## src/rtl/reset_seq_pkg.sv

```systemverilog
// Shared definitions for the reset sequencer: FSM state encoding and default
// parameter values.
package reset_seq_pkg;

  typedef enum logic [1:0] {
    ST_HOLD    = 2'd0,
    ST_RELEASE = 2'd1,
    ST_RUN     = 2'd2
  } state_e;

  localparam int DEF_N_SRC          = 2;
  localparam int DEF_N_OUT          = 3;
  localparam int DEF_SYNC_STAGES    = 2;
  localparam int DEF_DEBOUNCE_CNT   = 4;
  localparam int DEF_STRETCH_CYCLES = 16;
  localparam int DEF_STAGE_GAP      = 8;

endpackage

```

## src/rtl/reset_debounce.sv

```systemverilog
// One-bit synchroniser followed by a debounce filter; the filtered output
// flips only after the synchronised input has disagreed for DEBOUNCE_CNT cycles.
module reset_debounce
  import reset_seq_pkg::*;
#(
  parameter int SYNC_STAGES  = DEF_SYNC_STAGES,
  parameter int DEBOUNCE_CNT = DEF_DEBOUNCE_CNT
) (
  input  logic clk,
  input  logic sys_rst,
  input  logic req_async,
  output logic filt
);

  logic [SYNC_STAGES-1:0] sync_q, sync_d;
  logic                   sync_s;

  always_comb sync_d = {sync_q[SYNC_STAGES-2:0], req_async};
  assign sync_s = sync_q[SYNC_STAGES-1];

  always_ff @(posedge clk) begin
    if (sys_rst) sync_q <= '0;
    else         sync_q <= sync_d;
  end

  if (DEBOUNCE_CNT == 0) begin : g_bypass
    assign filt = sync_s;
  end else begin : g_filt
    localparam int CW = (DEBOUNCE_CNT > 1) ? $clog2(DEBOUNCE_CNT) : 1;
    logic [CW-1:0] cnt_q, cnt_d;
    logic          filt_q, filt_d;

    always_comb begin
      cnt_d  = '0;
      filt_d = filt_q;
      // Counter only runs while the input disagrees; any agreement restarts it.
      if (sync_s != filt_q) begin
        if (cnt_q == CW'(DEBOUNCE_CNT - 1)) filt_d = sync_s;
        else                                cnt_d  = cnt_q + 1'b1;
      end
    end

    always_ff @(posedge clk) begin
      if (sys_rst) begin
        cnt_q  <= '0;
        filt_q <= 1'b0;
      end else begin
        cnt_q  <= cnt_d;
        filt_q <= filt_d;
      end
    end

    assign filt = filt_q;
  end

endmodule

```

## src/rtl/reset_sequencer.sv

```systemverilog
// Collects filtered reset requests, stretches them, then releases the active-low
// reset outputs one at a time, bit 0 first, recording which sources fired.
module reset_sequencer
  import reset_seq_pkg::*;
#(
  parameter int N_SRC          = DEF_N_SRC,
  parameter int N_OUT          = DEF_N_OUT,
  parameter int SYNC_STAGES    = DEF_SYNC_STAGES,
  parameter int DEBOUNCE_CNT   = DEF_DEBOUNCE_CNT,
  parameter int STRETCH_CYCLES = DEF_STRETCH_CYCLES,
  parameter int STAGE_GAP      = DEF_STAGE_GAP
) (
  input  logic             clk,
  input  logic             sys_rst,
  input  logic [N_SRC-1:0] rst_req,
  input  logic [N_SRC-1:0] src_en,
  input  logic             soft_rst,
  input  logic             cause_clr,
  output logic [N_OUT-1:0] rstn_out,
  output logic             busy,
  output logic [N_SRC:0]   cause
);

  localparam int SW = $clog2(STRETCH_CYCLES + 1);
  localparam int GW = $clog2(STAGE_GAP + 1);

  logic [N_SRC-1:0] filt;
  logic             req;

  state_e           state_q, state_d;
  logic [SW-1:0]    stretch_q, stretch_d;
  logic [GW-1:0]    gap_q, gap_d;
  logic [N_OUT-1:0] rstn_q, rstn_d;
  logic [N_SRC:0]   cause_q, cause_d;

  for (genvar i = 0; i < N_SRC; i++) begin : g_src
    reset_debounce #(
      .SYNC_STAGES (SYNC_STAGES),
      .DEBOUNCE_CNT(DEBOUNCE_CNT)
    ) u_deb (
      .clk      (clk),
      .sys_rst  (sys_rst),
      .req_async(rst_req[i]),
      .filt     (filt[i])
    );
  end

  assign req = (|(filt & src_en)) | soft_rst;

  always_comb begin
    state_d   = state_q;
    stretch_d = stretch_q;
    gap_d     = gap_q;
    rstn_d    = rstn_q;

    // Set wins over clear so a cause arriving with cause_clr is not lost.
    for (int i = 0; i < N_SRC; i++)
      cause_d[i] = (cause_q[i] & ~cause_clr) | (filt[i] & src_en[i]);
    cause_d[N_SRC] = (cause_q[N_SRC] & ~cause_clr) | soft_rst;

    case (state_q)
      ST_HOLD: begin
        rstn_d = '0;
        gap_d  = '0;
        if (req) begin
          stretch_d = '0;
        end else if (stretch_q == SW'(STRETCH_CYCLES - 1)) begin
          stretch_d = '0;
          rstn_d    = N_OUT'(1);
          state_d   = (&rstn_d) ? ST_RUN : ST_RELEASE;
        end else begin
          stretch_d = stretch_q + 1'b1;
        end
      end
      ST_RELEASE: begin
        if (req) begin
          rstn_d    = '0;
          stretch_d = '0;
          gap_d     = '0;
          state_d   = ST_HOLD;
        end else if (gap_q == GW'(STAGE_GAP - 1)) begin
          // Outputs form a thermometer code; shift in the next released bit.
          gap_d  = '0;
          rstn_d = (rstn_q << 1) | N_OUT'(1);
          if (&rstn_d) state_d = ST_RUN;
        end else begin
          gap_d = gap_q + 1'b1;
        end
      end
      ST_RUN: begin
        rstn_d = '1;
        if (req) begin
          rstn_d    = '0;
          stretch_d = '0;
          gap_d     = '0;
          state_d   = ST_HOLD;
        end
      end
      default: begin
        rstn_d    = '0;
        stretch_d = '0;
        gap_d     = '0;
        state_d   = ST_HOLD;
      end
    endcase
  end

  always_ff @(posedge clk) begin
    if (sys_rst) begin
      state_q   <= ST_HOLD;
      stretch_q <= '0;
      gap_q     <= '0;
      rstn_q    <= '0;
      cause_q   <= '0;
    end else begin
      state_q   <= state_d;
      stretch_q <= stretch_d;
      gap_q     <= gap_d;
      rstn_q    <= rstn_d;
      cause_q   <= cause_d;
    end
  end

  assign rstn_out = rstn_q;
  assign busy     = ~(&rstn_q);
  assign cause    = cause_q;

endmodule

```

## config.mk

```make
export PLATFORM = sky130hd
export DESIGN_NAME = reset_sequencer
export DESIGN_NICKNAME = d
export VERILOG_FILES = /design/src/rtl/reset_seq_pkg.sv /design/src/rtl/reset_debounce.sv /design/src/rtl/reset_sequencer.sv
export SDC_FILE = /design/constraint.sdc
export NUM_CORES = 1
export LEC_CHECK = 0
export ABC_AREA = 1
export BUFFER_PORTS_ARGS = -buffer_cell sky130_fd_sc_hd__buf_2
export CORE_MARGIN = 3
export CORE_UTILIZATION = 40
export CTS_CLUSTER_SIZE = 20
export DETAILED_ROUTE_END_ITERATION = 8
export GPL_ROUTABILITY_DRIVEN = 1
export GPL_TIMING_DRIVEN = 0
export PLACE_DENSITY = 0.56
export SYNTH_ARGS = -nofsm -noshare
export SYNTH_HDL_FRONTEND = slang
export SYNTH_SLANG_ARGS = --single-unit
```

## constraint.sdc

```tcl
create_clock -name clk -period 3 [get_ports clk]
set_input_delay 0 -clock clk [delete_from_list [all_inputs] [get_ports clk]]
set_output_delay 0 -clock clk [all_outputs]
set_load 0.01 [all_outputs]
```

After elaboration in Yosys (flattened, before gate mapping)

Cells that the tools add are included.

Register bits after elaboration: 27
Bits in latches: 0
Memory bits (writable): 0
Bits in read-only memories: 0
Input bits: 8
Output and inout port bits: 7
Logic and storage cells: 74
Memories kept: 0

Add/subtract/negate cells: 4
Multipliers: 0
Div/mod/pow operators: 0
Magnitude comparators: 0
Eq/ne operators: 14
Shifts and indexed selects: 0
Multiplexer cells: 21
Bitwise operators: 14
Reductions and logical operators: 10

Operator list:

| operator            | number |
|---|---|
| $mux 5              | 3 |
| $mux 2              | 6 |
| $mux 4              | 3 |
| $pmux 5 s2          | 1 |
| $mux 3              | 3 |
| $pmux 3 s3          | 1 |
| $pmux 4 s2          | 1 |
| $eq 2x2->1 const B  | 3 |
| $ne 2x2->1 const B  | 3 |
| $ne 3x3->1 const B  | 2 |
| $pmux 2 s3          | 1 |
| $reduce_and 2->1    | 3 |
| $reduce_or 3->1     | 2 |
| $add 5x1->5 const B | 1 |
| $and 1x1->1         | 5 |
| $eq 5x4->1 const B  | 1 |
| $reduce_and 5->1    | 1 |
| $add 2x1->2 const B | 2 |
| $add 4x1->4 const B | 1 |
| $eq 4x3->1 const B  | 1 |
| $not 1->1           | 4 |
| $or 1x1->1          | 4 |
| $reduce_or 2->1     | 2 |
| $reduce_and 3->1    | 1 |
| 6 further kinds     | 8 |

Logic depth before layout (Yosys ltp)

Depth after elaboration: 5
Mapped depth: 9
Gate-level depth less buffers: 9

Hierarchy

From an unflattened synthesis, not the netlist that was laid out.

Cell total of the unflattened synthesis: 170
Area total of the unflattened synthesis: 1358.8 um^2

Modules (own cells, without submodules):

| module          | times used | cells an instance | area each (um^2) | sequential area each (um^2) |
|---|---|---|---|---|
| reset_sequencer | 1          | 124               | 985.9            | 340.3 |
| reset_debounce  | 2          | 23                | 186.4            | 100.1 |

Worst setup path before layout

OpenSTA, ideal clock, no wires.

Path type: register to register
From: reg state_q[0]
To: reg stretch_q[0]
Library setup time: 0.115 ns
Arrival time: 1.108 ns
Required time: 2.885 ns
Path slack: 1.778 ns
Stages on the path, launching flop included: 7
Path buffers: 0
Clock period less this slack: 1.222 ns
Cells stage by stage: dfxtp_1 -> inv_1 -> ha_1 -> inv_1 -> nor2_4 -> and3_1 -> o21a_1

Word-level cells in the longest chain between the ends: 3
Elaborated cells between the ends (all ways): 6
Classes of those cells: eq/ne: 3; mux: 1; reduce/logical: 2

RTL lines:

| item                                            | line                   | RTL |
|---|---|---|
| start, declared                                 | reset_sequencer.sv:30  | `state_e state_q, state_d;` |
| start signal, assigned                          | reset_sequencer.sv:116 | `state_q <= state_d;` |
| $eq 2x2->1 / $eq 2x1->1 (equally long branches) | reset_sequencer.sv:61  | `case (state_q)` |
| $reduce_or 2->1 (no line)                       | -                      |  |
| $pmux 5 s2 / $ne 2x1->1 (equally long branches) | -                      |  |
| end signal, assigned                            | reset_sequencer.sv:117 | `stretch_q <= stretch_d;` |
| end, declared                                   | reset_sequencer.sv:31  | `logic [SW-1:0] stretch_q, stretch_d;` |

Several ways; a longest one is shown, not always the timed one.
A chain may end at the register's enable or synchronous reset.

Worst setup path in the final report

From: reg stretch_q[0]
To: reg state_q[0]

Word-level cells in the longest chain between the ends: 3

RTL lines:

| item                       | line                  | RTL |
|---|---|---|
| $eq 5x4->1                 | reset_sequencer.sv:67 | `end else if (stretch_q == SW'(STRETCH_CYCLES - 1)) begin` |
| $ne 2x2->1 (no line)       | -                     |  |
| $reduce_and 5->1 (no line) | -                     |  |

No other way between the ends.

==> results.tsv <==
metric	value	unit
run_status	complete, no violations	
core_area	0.00308	mm²
boundaryPins	15	
peakVddDrop	0.000308	V
final_hold_viol_count	0	
post-route-min-period	1450	ps
grt-ovfl-total	0	
path_delay_family	simple AND/OR/NAND/NOR gates	
setup.worst_path.start_class	flip-flop	
viasPerCell	4.54	
postSynthRegisterBits	27	
first_pass_grt_wire_length	4320	µm
synth_compound_gate_area_share	10.4	%
cts_setup_buffers	0	
critical_path_arrival	1720	ps
clock_power_share	17.8	%
worst_pin_slew	468	ps
hold_path_startpoint	sys_rst	
most_frequent_cells_in_the_layout	sky130_fd_sc_hd__nand2_1 (35), sky130_fd_sc_hd__dfxtp_1 (27), sky130_fd_sc_hd__nor2_1 (24), sky130_fd_sc_hd__inv_1 (22), sky130_fd_sc_hd__a21oi_1 (16)	
syn-num-nets	186	
post-place-ws	1590	ps
final_layout_size_suffix_gt1_share	16.1	%
worst-r2r-setup-slack	1550	ps
crit_chain	ha_1 > nand3_1 > nor2_1 > nand2_1 > nand2_1 > nand2_1 > nor2_2 > nor2_1 > nor2_1	
ys_seq_area_share	41.4	%
initialDrtViolationCount	43	
fin_ws	1550	ps
firstDrtPassIters	3	
post_synthesis_area_per_instance	7.68	µm²
gr-usage-all-layers	13.3	%
yosys.area_share.adder	7.67	%
endpoint_kind	flip-flop	
routedWlPerCell	10.2	µm
critPathBufInv	0	
cts.sinks	27	
layout.cells.most_common	sky130_fd_sc_hd__nand2_1	
report.final.slew_viol_count	0	
floorplan.die.width	63.1	µm
p_leak	0.673	nW
antenna_found_initial	0	
tritoncts	built	
design_power_total	0.874	mW
combinational_family_with_the_most_area_after_synthesis	simple AND/OR/NAND/NOR gates	
finClkSkew	3.23	ps
floorplan.rows	20	
start_util	42.4	%
multi_input_comb_area	662	µm²
period_share	48.2	%
internal_power	0.554	mW
setup.worst_path.start	stretch_q[0]	
n_antenna_cell	0	
power.density_cell_area	578	mW/mm²
hp-class	primary input to flip-flop	
synth.mux.area_fraction	0	%
number_of_distinct_library_cells_after_synthesis	27	
combinationalPowerShare	34.7	%
cpPeakStageDelay	410	ps
worst_setup_path_end	state_q[0]	
finish.utilization	49.1	%
worst_r2r_endpoint	state_q[0]	
critical_path_required	3280	ps
vias	1075	
grt_max_degree	16	
grt_setup_unrepaired	false	
place_congestion	0.780	
clock_path_buffers	2	
num-nets-final	210	
timing_worst_setup_path_type	flip-flop to flip-flop	
hpwl	1900	µm
synthSimpleGateAreaFrac	31.4	%
worstSetupPathDepth	9	
io_buffer_count	13	
clk_pin_slew	140	ps
root_buffer	sky130_fd_sc_hd__clkbuf_4	
cap_viol_max_count	0	
htree_num_levels	1	
timing.final.setup_violations	0	
worstRegToRegCells	9	
antenna_left	0	
power.share.sequential	47.6	%
clock_insertion_delay_worst_skew	320	ps
nFillCells	318	
swShare	36.6	%
chip_height	63.1	µm
route.final.wire_length	2410	µm
switching_power	0.320	mW
max_stage_delay_cell_worst_path	sky130_fd_sc_hd__dfxtp_1	
slew_headroom	68.8	%
first_global_vias	1027	
synth.yosys.warnings	0	
crit_fanout	4	
timing.fmax	691	MHz
regToRegStartpoint	stretch_q[0]	
area_growth_syn_to_layout	15.9	%
sequential_cell_area	541	µm²
design.die.area	0.00398	mm²
finish.cell_count_without_fillers	237	
syn-cell-area	0.00131	mm²
tritoncts.num_buffers	3	
netlist_instances	170	
tns	0	ps
dp.cells	227	
drt_drc_violations_left	0	
synthXorXnorAreaFrac	1.34	%
==> registers in the layout, indices dropped and copies added, names as in the netlist <==
signal and flops:
state_q 2, rstn_out 3, cause 3, g_src.u_deb.sync_q 4, g_src.u_deb.g_filt.cnt_q 4, g_src.u_deb.filt 2
gap_q 4, stretch_q 5
==> what timing repair did <==
item,4_1_cts,5_1_grt
gates resized for setup,0,0
hold buffers,6,0
hold endpoints to repair,5,0
==> layer usage <==
layer / routed length [µm] / vias up / GRT usage, %
met5: 0 / - / 0
li1: - / 583 / -
met3: 65 / 2 / 3.74
met1: 1180 / 482 / 16.6
met4: 21 / 0 / 3.31
met2: 1150 / 8 / 22.4
==> worst min path at each step <==
stage | to | slack, ps | depth (start not counted)
after floorplan | g_src[0].u_deb.sync_q[0] | 110 | 2
after global placement | g_src[0].u_deb.sync_q[0] | 210 | 3
after detailed placement | g_src[0].u_deb.sync_q[0] | 210 | 3
after CTS | cause[0] | 90 | 2
after global routing | cause[0] | 120 | 2
final | stretch_q[1] | 90 | 2
==> cell type report <==
type                            instances  share of cell area [%]
Inverter                               24                    6.29
Timing Repair Buffer                   19                    8.27
Buffer                                  2                   0.496
Clock buffer                            3                    1.49
Multi-Input combinational cell        117                    43.8
Clock inverter                          1                   0.331
Tap cell                               44                    3.64
Sequential cell                        27                    35.7
==> cell families (layout without fill, tap and decap cells) <==
family                     Yosys count  in the layout
xor gates and xnor gates             2              2
buffers and inverters               26             49
and+or+nand+nor                     83             83
adders and majority gates            8              8
AOI/OAI and AO/OA                   24             24
DFF                                 27             27
==> synthesized netlist by cell type, drive strengths merged <==
library cell | instances | area [µm²]
nand2 | 37 | 144
nand4 | 2 | 12.5
a21oi | 17 | 88.8
and3 | 1 | 6.26
xnor2 | 1 | 8.76
clkbuf | 2 | 7.51
o21ai | 4 | 23.8
xor2 | 1 | 8.76
ha | 8 | 100
dfxtp | 27 | 541
nor2 | 30 | 156
o211ai | 2 | 15.0
or2 | 1 | 6.26
nand3 | 7 | 47.6
inv | 24 | 95.1
o21a | 1 | 7.51
nor3 | 5 | 36.3
==> power by group through the flow <==
stage | Clock [mW] | Sequential, mW | Combinational [mW]
after global routing | 0.179 | 0.420 | 0.351
final | 0.155 | 0.416 | 0.303
after global placement | 0 | 0.422 | 0.297
after CTS | 0.165 | 0.416 | 0.305
after detailed placement | 0 | 0.424 | 0.297
after floorplan | 0 | 0.421 | 0.242
==> metrics by stage <==
step,hold slack [ps],area [µm²]
after global routing,116,1510
after detailed placement,212,1430
after CTS,92.2,1510
final,90.6,1510
after floorplan,107,1310
after global placement,208,1430
Power figures use the tool's default switching activity.
